$ cat src/rtl/dmem_arbiter.sv
`timescale 1ns/1ps
// dmem_arbiter: fixed-priority two-port arbiter with a starvation guard for port 1, sequencing
// one access per cycle into a single-port data memory with 1-cycle registered read data.
// Optional build macro DMEM_ARB_ALIGN_CHECK_EN (XLEN = 32 only) rejects illegal byte-enable patterns.
module dmem_arbiter #(
  parameter int unsigned XLEN         = 32,
  parameter int unsigned ADDR_W       = 8,
  parameter int unsigned STARVE_LIMIT = 4
) (
  input  logic                clk,
  input  logic                rst_n,
  input  logic                p0_valid,
  output logic                p0_ready,
  input  logic                p0_we,
  input  logic [XLEN/8-1:0]   p0_be,
  input  logic [XLEN-1:0]     p0_addr,
  input  logic [XLEN-1:0]     p0_wdata,
  output logic                p0_rsp_valid,
  output logic [XLEN-1:0]     p0_rsp_rdata,
  output logic                p0_rsp_err,
  input  logic                p1_valid,
  output logic                p1_ready,
  input  logic                p1_we,
  input  logic [XLEN/8-1:0]   p1_be,
  input  logic [XLEN-1:0]     p1_addr,
  input  logic [XLEN-1:0]     p1_wdata,
  output logic                p1_rsp_valid,
  output logic [XLEN-1:0]     p1_rsp_rdata,
  output logic                p1_rsp_err,
  output logic                mem_we,
  output logic [XLEN/8-1:0]   mem_byteEnable,
  output logic [ADDR_W-1:0]   mem_address,
  output logic [XLEN-1:0]     mem_wd,
  input  logic [XLEN-1:0]     mem_rd
);
  localparam int unsigned BE_W = XLEN / 8;

  logic [3:0]        starve_cnt;
  logic              starved;
  logic              gnt0, gnt1, gnt_any;
  logic              sel_we;
  logic [BE_W-1:0]   sel_be;
  logic [XLEN-1:0]   sel_addr, sel_wdata;
  logic              issue_err;
  logic [ADDR_W-1:0] addr_q;
  logic [BE_W-1:0]   be_q;
  logic [XLEN-1:0]   wd_q;
  logic              rsp_pend, rsp_port, rsp_we, rsp_bad;
  logic              rsp_live, rd_ok;
  logic              unused_addr_bits;

  assign starved = (starve_cnt == 4'(STARVE_LIMIT));

  // Grants are gated by rst_n so nothing is accepted in a reset cycle.
  always_comb begin
    gnt0 = rst_n & p0_valid & ~(p1_valid & starved);
    gnt1 = rst_n & p1_valid & (~p0_valid | starved);
  end

  assign gnt_any  = gnt0 | gnt1;
  assign p0_ready = gnt0;
  assign p1_ready = gnt1;

  always_comb begin
    if (gnt1) begin
      sel_we    = p1_we;
      sel_be    = p1_be;
      sel_addr  = p1_addr;
      sel_wdata = p1_wdata;
    end else begin
      sel_we    = p0_we;
      sel_be    = p0_be;
      sel_addr  = p0_addr;
      sel_wdata = p0_wdata;
    end
  end

  always_ff @(posedge clk) begin
    if (!rst_n) begin
      starve_cnt <= '0;
    end else if (!p1_valid || gnt1) begin
      starve_cnt <= '0;
    end else if (!starved) begin
      starve_cnt <= starve_cnt + 4'd1;
    end
  end

`ifdef DMEM_ARB_ALIGN_CHECK_EN
  function automatic logic be_legal(input logic [BE_W-1:0] be);
    case (be)
      4'b0001, 4'b0010, 4'b0100, 4'b1000,
      4'b0011, 4'b1100, 4'b1111: be_legal = 1'b1;
      default:                   be_legal = 1'b0;
    endcase
  endfunction

  assign issue_err = gnt_any & ~be_legal(sel_be);

  always_ff @(posedge clk) begin
    if (!rst_n) rsp_bad <= 1'b0;
    else        rsp_bad <= issue_err;
  end
`else
  assign issue_err = 1'b0;
  assign rsp_bad   = 1'b0;
`endif

  // Idle cycles replay the last address/lanes/data; only mem_we matters then.
  always_ff @(posedge clk) begin
    if (!rst_n) begin
      addr_q <= '0;
      be_q   <= '0;
      wd_q   <= '0;
    end else if (gnt_any) begin
      addr_q <= sel_addr[ADDR_W+1:2];
      be_q   <= sel_be;
      wd_q   <= sel_wdata;
    end
  end

  assign mem_we         = gnt_any & sel_we & ~issue_err;
  assign mem_address    = gnt_any ? sel_addr[ADDR_W+1:2] : addr_q;
  assign mem_byteEnable = gnt_any ? sel_be : be_q;
  assign mem_wd         = gnt_any ? sel_wdata : wd_q;

  always_ff @(posedge clk) begin
    if (!rst_n) begin
      rsp_pend <= 1'b0;
      rsp_port <= 1'b0;
      rsp_we   <= 1'b0;
    end else begin
      rsp_pend <= gnt_any;
      rsp_port <= gnt1;
      rsp_we   <= sel_we;
    end
  end

  // Responses are also gated by rst_n so a pending response is dropped in the reset cycle.
  assign rsp_live = rst_n & rsp_pend;
  assign rd_ok    = rsp_live & ~rsp_we & ~rsp_bad;

  assign p0_rsp_valid = rsp_live & ~rsp_port;
  assign p1_rsp_valid = rsp_live & rsp_port;
  assign p0_rsp_rdata = (rd_ok & ~rsp_port) ? mem_rd : '0;
  assign p1_rsp_rdata = (rd_ok & rsp_port) ? mem_rd : '0;
  assign p0_rsp_err   = rsp_live & ~rsp_port & rsp_bad;
  assign p1_rsp_err   = rsp_live & rsp_port & rsp_bad;

  assign unused_addr_bits = ^{sel_addr[XLEN-1:ADDR_W+2], sel_addr[1:0]};

endmodule

$ cat config.mk
export PLATFORM = sky130hd
export DESIGN_NAME = dmem_arbiter
export DESIGN_NICKNAME = d
export VERILOG_FILES = /design/src/rtl/dmem_arbiter.sv
export SDC_FILE = /design/constraint.sdc
export NUM_CORES = 1
export LEC_CHECK = 0
export ABC_AREA = 0
export CORE_MARGIN = 2
export CORE_UTILIZATION = 33
export CTS_BUF_LIST = sky130_fd_sc_hd__clkbuf_4 sky130_fd_sc_hd__clkbuf_8 sky130_fd_sc_hd__clkbuf_16
export DETAILED_ROUTE_END_ITERATION = 8
export PLACE_DENSITY = 0.78
export SETUP_SLACK_MARGIN = 0.15
export SLEW_MARGIN = 20
export SYNTH_ARGS = -nofsm -noshare
export SYNTH_HDL_FRONTEND = slang
export SYNTH_SLANG_ARGS = --single-unit
$ cat constraint.sdc
create_clock -name clk -period 1.8 [get_ports clk]
set_input_delay 0.36 -clock clk [delete_from_list [all_inputs] [get_ports clk]]
set_output_delay 0.36 -clock clk [all_outputs]
set_load 0.005 [all_outputs]
Yosys cells after proc, flatten, opt, wreduce, memory -nomap -nowiden

Cells that the tools add are included.

Add/sub/neg operators: 1
Mux-type cells: 9
Shifts and indexed selects: 0
Divide/modulo/power cells: 0
Magnitude comparators: 0
Equality and inequality tests: 1
Bitwise logic cells: 19
Reductions and logical operators: 3
Multiply operators: 0

Operators by type and width:

| operator            | count |
|---|---|
| $mux 32             | 4 |
| $and 1x1->1         | 12 |
| $mux 10             | 1 |
| $mux 4              | 2 |
| $mux 8              | 1 |
| $not 1->1           | 5 |
| $add 4x1->4 const B | 1 |
| $eq 4x3->1 const B  | 1 |
| $or 1x1->1          | 2 |
| $reduce_or 2->1     | 1 |
| $logic_not 1->1     | 1 |
| $logic_or 1x1->1    | 1 |
| $mux 1              | 1 |

Bits of input ports: 174
Register bits: 51
Word-level logic and storage cells: 40
Bits in latches: 0
Memory bits (writable): 0
Bits in read-only memories: 0
Memories: 0

Logic depth before layout (Yosys ltp)

Depth after elaboration: 6
Mapped depth: 7
Mapped depth without buffers: 5

Worst setup path before layout

No wires, ideal clock.

Kind: register to output
Start: register starve_cnt[0]
End: output port mem_wd[12]
Data required time: 1.440 ns
Path slack: -0.029 ns
Cell stages (with the launch flop): 8
Data arrival time: 1.469 ns
Cell sequence: dfxtp_1 -> inv_1 -> ha_1 -> nand3b_4 -> or2_1 -> buf_6 -> buf_6 -> o221a_2

Longest elaborated chain between the ends: 6
Elaborated cells between the ends (all ways): 9
Classes of those cells: eq/ne: 1; mux: 2; bitwise: 6

RTL lines:

| what                   | RTL line | source |
|---|---|---|
| from (decl)            | 38       | `logic [3:0] starve_cnt;` |
| from (signal assigned) | 84       | `starve_cnt <= starve_cnt + 4'd1;` |
| $eq 4x3->1 (*)         | 52       | `assign starved = (starve_cnt == 4'(STARVE_LIMIT));` |
| $and 1x1->1            | 56       | `gnt0 = rst_n & p0_valid & ~(p1_valid & starved);` |
| $not 1->1              | 56       |  |
| $and 1x1->1            | 56       |  |
| $or 1x1->1             | 60       | `assign gnt_any = gnt0 \| gnt1;` |
| $mux 32 (*)            | n/a      |  |
| to (decl)              | 33       | `output logic [XLEN-1:0] mem_wd,` |

Mark *: on every way between the ends. The rest lies on a longest branch, timed or not.

Worst setup path in the final report

Start: register starve_cnt[1]
End: output port mem_wd[17]

The elaborated chain is that of the path after synthesis.

==> PnR_summary.wiki <==
{| class="wikitable"
! Metric !! Value
|-
| Layout-stage area growth over the synthesis result || 112.2%
|-
| Router iterations before antenna repair || 5
|-
| Failing checks || negative setup slack
|-
| Maximum number of pins on one net before global-route repair || 62
|-
| Clock root buffer || clkbuf_16
|-
| Count of antenna-violating nets left after detailed routing || 0
|-
| End of the worst register-to-register path || wd_q[17]$_SDFF_PN0_
|-
| Worst setup margin || -0.4609 ns
|-
| Final worst clock skew || approximately 0.0094 ns
|-
| Starting density of the core || 33.87%
|-
| Antenna violations before repair || 1
|-
| Nature of the critical path endpoint || output pin
|-
| Total design power || roughly 3.9 mW
|-
| Mapped Cells || 480
|-
| Critical path peak fanout || 5
|-
| Clock Tree Buf Depth || 2
|-
| Leading cell type in the layout, fill and taps excluded || buf_6
|-
| CP startpoint kind || register
|-
| Buffers added on ports || about 240
|-
| Highest clock rate || between 0.4 and 0.5 GHz
|-
| Synth Area per Inst || between 8 and 9 sq um
|-
| HP Class || in -> reg
|-
| Startpoint of the worst setup timing path || starve_cnt[1]$_SDFFE_PP0P_
|-
| Count of yosys warnings during synthesis || 0
|-
| Sink Count || 51
|-
| Count of max-cap constraint violations || 0
|-
| Data required time at the worst endpoint || between 1 and 1.5 ns
|-
| Worst setup path endpoint || mem_wd[17]
|-
| Final nets || roughly 990
|-
| H-tree levels || 2
|-
| First-iteration detailed-routing DRC count || between 200 and 300
|-
| Combined global-route utilization of all metal layers || a little over a quarter
|-
| Final critical-path share of the clock period || 125.6%
|-
| DR WL/cell || ~21 microns
|-
| Core area || approximately 13000 sq um
|-
| Number of distinct library cells after synthesis || 35
|-
| Overflow left after global routing || 0
|-
| Result of the run || finished, violations left
|-
| Total vias in the final route || around 5.7k
|-
| Critical Path, Cell by Cell || inv_2 -> ha_4 -> buf_12 -> nand4b_4 -> nand2_8 -> buf_12 -> buf_12 -> buf_12 -> o221a_1 -> buf_2
|-
| Worst path most repeated cell || buf_12
|-
| Total I/O pin count || around 290
|-
| WS Path Type || reg -> out
|-
| Cells on worst reg2reg path || 8
|-
| Count of antenna diodes in the layout || 0
|-
| Remaining design rule violation count || 0
|-
| TritonCTS clock tree || built
|-
| Total number of placement rows || 41
|-
| Vias per cell || 5.729
|-
| Final setup violation count || about 110
|-
| Die outline area || between 10000 and 15000 sq um
|-
| Wire length after detailed routing || around 21000 microns
|-
| First-pass GRT wire length || approximately 30000 microns
|-
| Vias in the first global route || ~5.7k
|-
| Fraction of final layout cells with drive strength greater than 1 || between 50% and 60%
|-
| Reg2reg start || starve_cnt[1]$_SDFFE_PP0P_
|-
| Fin. max-slew vios || 0
|-
| Floorplan die width || about 120 microns
|-
| Post-synthesis sequential area ratio || a little under a quarter
|-
| Mapped cell area || around 4300 sq um
|-
| Max IR drop VDD || between 300 and 400 uV
|-
| # hold bufs at CTS || 0
|-
| Static Leakage || about 3.9 nW
|-
| RSZ-0062 raised after global routing || true
|-
| Fin. Hold Viols || 0
|-
| Tmin final || 2.261 ns
|-
| Worst reg2reg setup slack || approximately 0.14 ns
|-
| CP max stage delay || ~0.33 ns
|-
| Count of state elements after synthesis || 51
|-
| Crit path max-delay cell type || dfxtp_2
|-
| Final core utilization || a little under three quarters
|-
| Commonest non-fill, non-tap cells in the layout || buf_6, clkdlybuf4s50_1, buf_4
|-
| Data arrival time of the worst path || approximately 1.9 ns
|-
| Cts bufs inserted || 5
|-
| Height of the die || about 120 microns
|-
| Clock edge transition at the registers on the reported setup and hold paths || about 0.080 ns
|-
| Later-pin clock latency in the skew report || approximately 0.3 ns
|-
| Power Density || 434.4 nW/um^2
|-
| Estimated wirelength of the detail-placed design || 12710 microns
|-
| GP Congestion || 0.8670
|}
[repair_timing]
item | in CTS | in global routing
resized for setup | 501 | 170
setup buffers | 39 | 12
cloned | 10 | 3
pin swaps | 20 | 32
endpoints found under the setup margin | 154 | 155
[sequential cells by signal, summed over array words and instances, names as in the netlist]
signal and cells:
starve_cnt 4, wd_q 32, be_q 4, addr_q 8, rsp_we 1, rsp_pend 1
rsp_port 1
[power breakdown]
group	internal (mW)	switching [mW]	leakage (nW)
sequential	1.20	0.0294	0.422
clock	0.517	0.462	0.0740
combinational	1.10	0.634	3.36
[critical path: cells and delay by family, from the launching register on]
kind | cells | cell delay, ns
compound gates | 1 | 0.25
fa+ha+maj | 1 | 0.17
flops | 1 | 0.33
simple gates | 2 | 0.18
buf+inv | 6 | 0.67
[per-stage QoR]
stage                     setup slack [ns]  setup TNS, ns  instances  hold WS [ns]  cell area [sq um]
final                              -0.4609         -32.08        988        0.4373               9070
after global routing               -0.5220         -38.90        988        0.4461               9070
after CTS                          -0.4874         -30.57        973        0.4147               8452
after detailed placement           -0.5344         -56.27        916        0.5113               7635
after global placement             -0.4831         -49.71        916        0.4981               7635
after floorplan                    0.09274              0        481        0.4180               4576
[worst min path at each step]
stage                                     startpoint                    endpoint  slack [ns]  cells after the start
final                                          rst_n           rsp_we$_SDFF_PN0_        0.44                      2
after global routing                           rst_n           rsp_we$_SDFF_PN0_        0.45                      2
after detailed placement  starve_cnt[0]$_SDFFE_PP0P_  starve_cnt[0]$_SDFFE_PP0P_        0.51                      2
after CTS                                      rst_n           rsp_we$_SDFF_PN0_        0.41                      2
after global placement    starve_cnt[0]$_SDFFE_PP0P_  starve_cnt[0]$_SDFFE_PP0P_        0.50                      2
after floorplan           starve_cnt[0]$_SDFFE_PP0P_  starve_cnt[0]$_SDFFE_PP0P_        0.42                      1
[kinds of logic after synthesis]
logic type               share of synthesized area (%)
buffers and inverters                            7.289
adder cells (fa/ha/maj)                         0.5854
flip-flops                                       23.89
AO/OA/AOI/OAI                                    33.31
XOR/XNOR                                        0.2050
multiplexers                                    0.9368
AND/OR/NAND/NOR                                  33.69
other                                          0.08774
[synthesized netlist by cell type, drive strengths merged]
library cell | n | area share, %
a211oi | 3 | 0.53
a21oi | 6 | 0.70
a31o | 1 | 0.20
a41o | 1 | 0.23
and2 | 66 | 9.7
and3 | 1 | 0.15
buf | 27 | 4.0
clkbuf | 33 | 2.9
conb | 1 | 0.088
dfxtp | 51 | 24
ha | 2 | 0.59
inv | 4 | 0.35
mux2i | 4 | 0.94
nand2 | 5 | 0.44
nand2b | 2 | 0.29
nand3 | 2 | 0.23
nand3b | 48 | 8.7
nand4b | 1 | 0.35
nor2 | 6 | 0.53
nor3 | 1 | 0.12
nor3b | 1 | 0.29
nor4b | 3 | 0.61
o2111a | 41 | 11
o221a | 41 | 11
o22ai | 3 | 0.44
o311a | 41 | 9.6
or2 | 43 | 6.3
or3 | 41 | 6.0
xnor2 | 1 | 0.20
[layout make-up]
class	instances	area (sq um)
Multi-Input combinational cell	366	3491
Fill cell	908	3550
Timing Repair Buffer	387	4175
Clock buffer	5	125.1
Clock inverter	3	18.77
Tap cell	172	215.2
Inverter	4	15.01
Sequential cell	51	1030
[per-layer routing]
layer | vias to the layer above | track usage (%) | part of all wire (%)
met1 | 2735 | 29.85 | 37
met4 | 0 | 10.92 | 4.3
met5 | - | 0 | 0
li1 | 2586 | - | -
met3 | 57 | 5.475 | 5.9
met2 | 282 | 49.45 | 52
Note: power is estimated with default switching activity, not from simulation.
==> RTL change, RTL diff (same settings) <==
Change the parameter `XLEN` from 32 to 48. Comments in the files are not updated.
--- a/src/rtl/dmem_arbiter.sv
+++ b/src/rtl/dmem_arbiter.sv
@@ -4,5 +4,5 @@
 // Optional build macro DMEM_ARB_ALIGN_CHECK_EN (XLEN = 32 only) rejects illegal byte-enable patterns.
 module dmem_arbiter #(
-  parameter int unsigned XLEN         = 32,
+  parameter int unsigned XLEN         = 48,
   parameter int unsigned ADDR_W       = 8,
   parameter int unsigned STARVE_LIMIT = 4
Ports: changed (11 resized); port bits go from 289 to 423. No check against the original RTL was run, so the function may have changed too.
==> RTL change against the unedited design <==
The flow still finishes with violations (negative setup slack). Area after synthesis up 37%. Total power increased by 49%. Synthesized cell count increased by 39%. Utilization rose by 3.3 points. Sequential cell count is 18 higher. Design area up 44%. Worst setup slack got worse by 87 ps. Wire length grew 60%. First-iteration DRC count increased by 86%. Die area increased by 36%. Critical path type unchanged. Largest power group unchanged.
==> RTL change: results (changes against the unedited design) <==
Seq/Total Area, Yosys=0.235 (was 0.239); leakage power=0.00563 uW (was 0.00385 uW); pin count of the biggest net entering global routing=51 (was 62); number of violations reported at the end of detailed-routing iteration 0=523 (was 281); final worst-path setup slack=-548 ps (was -461 ps); grt met3 use=0.0728 (was 0.0547); Pre-Repair DR Iteration Count=7 (was 5); Final #Nets=1432 (was 991); depth of the CTS H-tree=3 (was 2); routing usage on met1=0.342 (was 0.299); failing checks=negative setup slack (unchanged); latest clock arrival within the worst-skew pair=350 ps (was 300 ps); Clk power=1690 uW (was 979 uW); all-layer global routing usage=0.309 (was 0.268); amount of wire on met3 after detailed routing=2790 um (was 1220 um); final count of negative-setup-slack endpoints=211 (was 109); count of unique library cells instantiated by Yosys=36 (was 35); top layer used by detailed routing=met5 (was met4); post-DP HPWL=18200 um (was 12700 um); share of cells above drive strength 1=0.513 (was 0.529); result of the run=complete, but fails checks (unchanged); first-pass GRT wire length=44300 um (was 30500 um); Layout Skew=10.7 ps (was 9.45 ps); cell type of the slowest stage on the worst timing path=or2_4 (was dfxtp_2); Fill cells=1146 (was 908); Clock transition at path regs=60 ps (was 80 ps); post-route met1 wirelength=12100 um (was 7720 um)
-- RTL change: cell count changes in the layout (fill, tap and decap cells not counted), sizes merged, moves of 18 or more --
cell	delta
dfxtp	+18
clkdlybuf4s50	+52
and2	+32
buf	+133
nand3b	+19
-- RTL change: cell type report --
cell class | instances | share of cell area
clock inverter | 4 | 0.00201
tap | 225 | 0.0216
clock buffer | 11 | 0.0184
sequential | 69 | 0.106
inverter | 4 | 0.00115
antenna | 6 | 0.00115
multi-input combinational | 507 | 0.360
timing repair buffer | 581 | 0.489
-- RTL change: timing repair --
action / CTS / global route
setup buffers: 36 / 28
resized for setup: 575 / 339
cloned: 28 / 10
pin swaps: 46 / 75
endpoints found under the setup margin: 212 / 219
-- RTL change: stage by stage --
step	hold WS, ps	worst slack [ps]	area, sq um	total power [uW]	cells
CTS	333	-518	12100	5570	1363
global placement	502	-583	10400	3700	1284
finish	340	-548	13000	5870	1407
detailed placement	511	-555	10400	3730	1284
floorplan	418	-0.268	5930	2520	667
global route	342	-592	13000	6090	1404
-- RTL change: path summary, 6_finish.rpt --
check                     start            end  slack, ps  depth (start not counted)
hold reg to reg   starve_cnt[0]  starve_cnt[0]        520                          2
setup reg to reg  starve_cnt[1]        wd_q[9]       -250                         12
setup / recovery  starve_cnt[1]     mem_wd[23]       -550                          8
hold / removal            rst_n        be_q[3]        340                          2
-- RTL change: cells by family (layout without fill, tap and decap cells) --
logic type	after synthesis	after routing	share of synthesized area
and+or+nand+nor	306	306	0.340
AOI/OAI and AO/OA	191	191	0.340
buffers and inverters	91	600	0.0697
DFF	69	69	0.235
muxes	5	5	0.00853
adders and majority gates	2	2	0.00426
other	1	8	0.000639
xor gates and xnor gates	1	1	0.00149
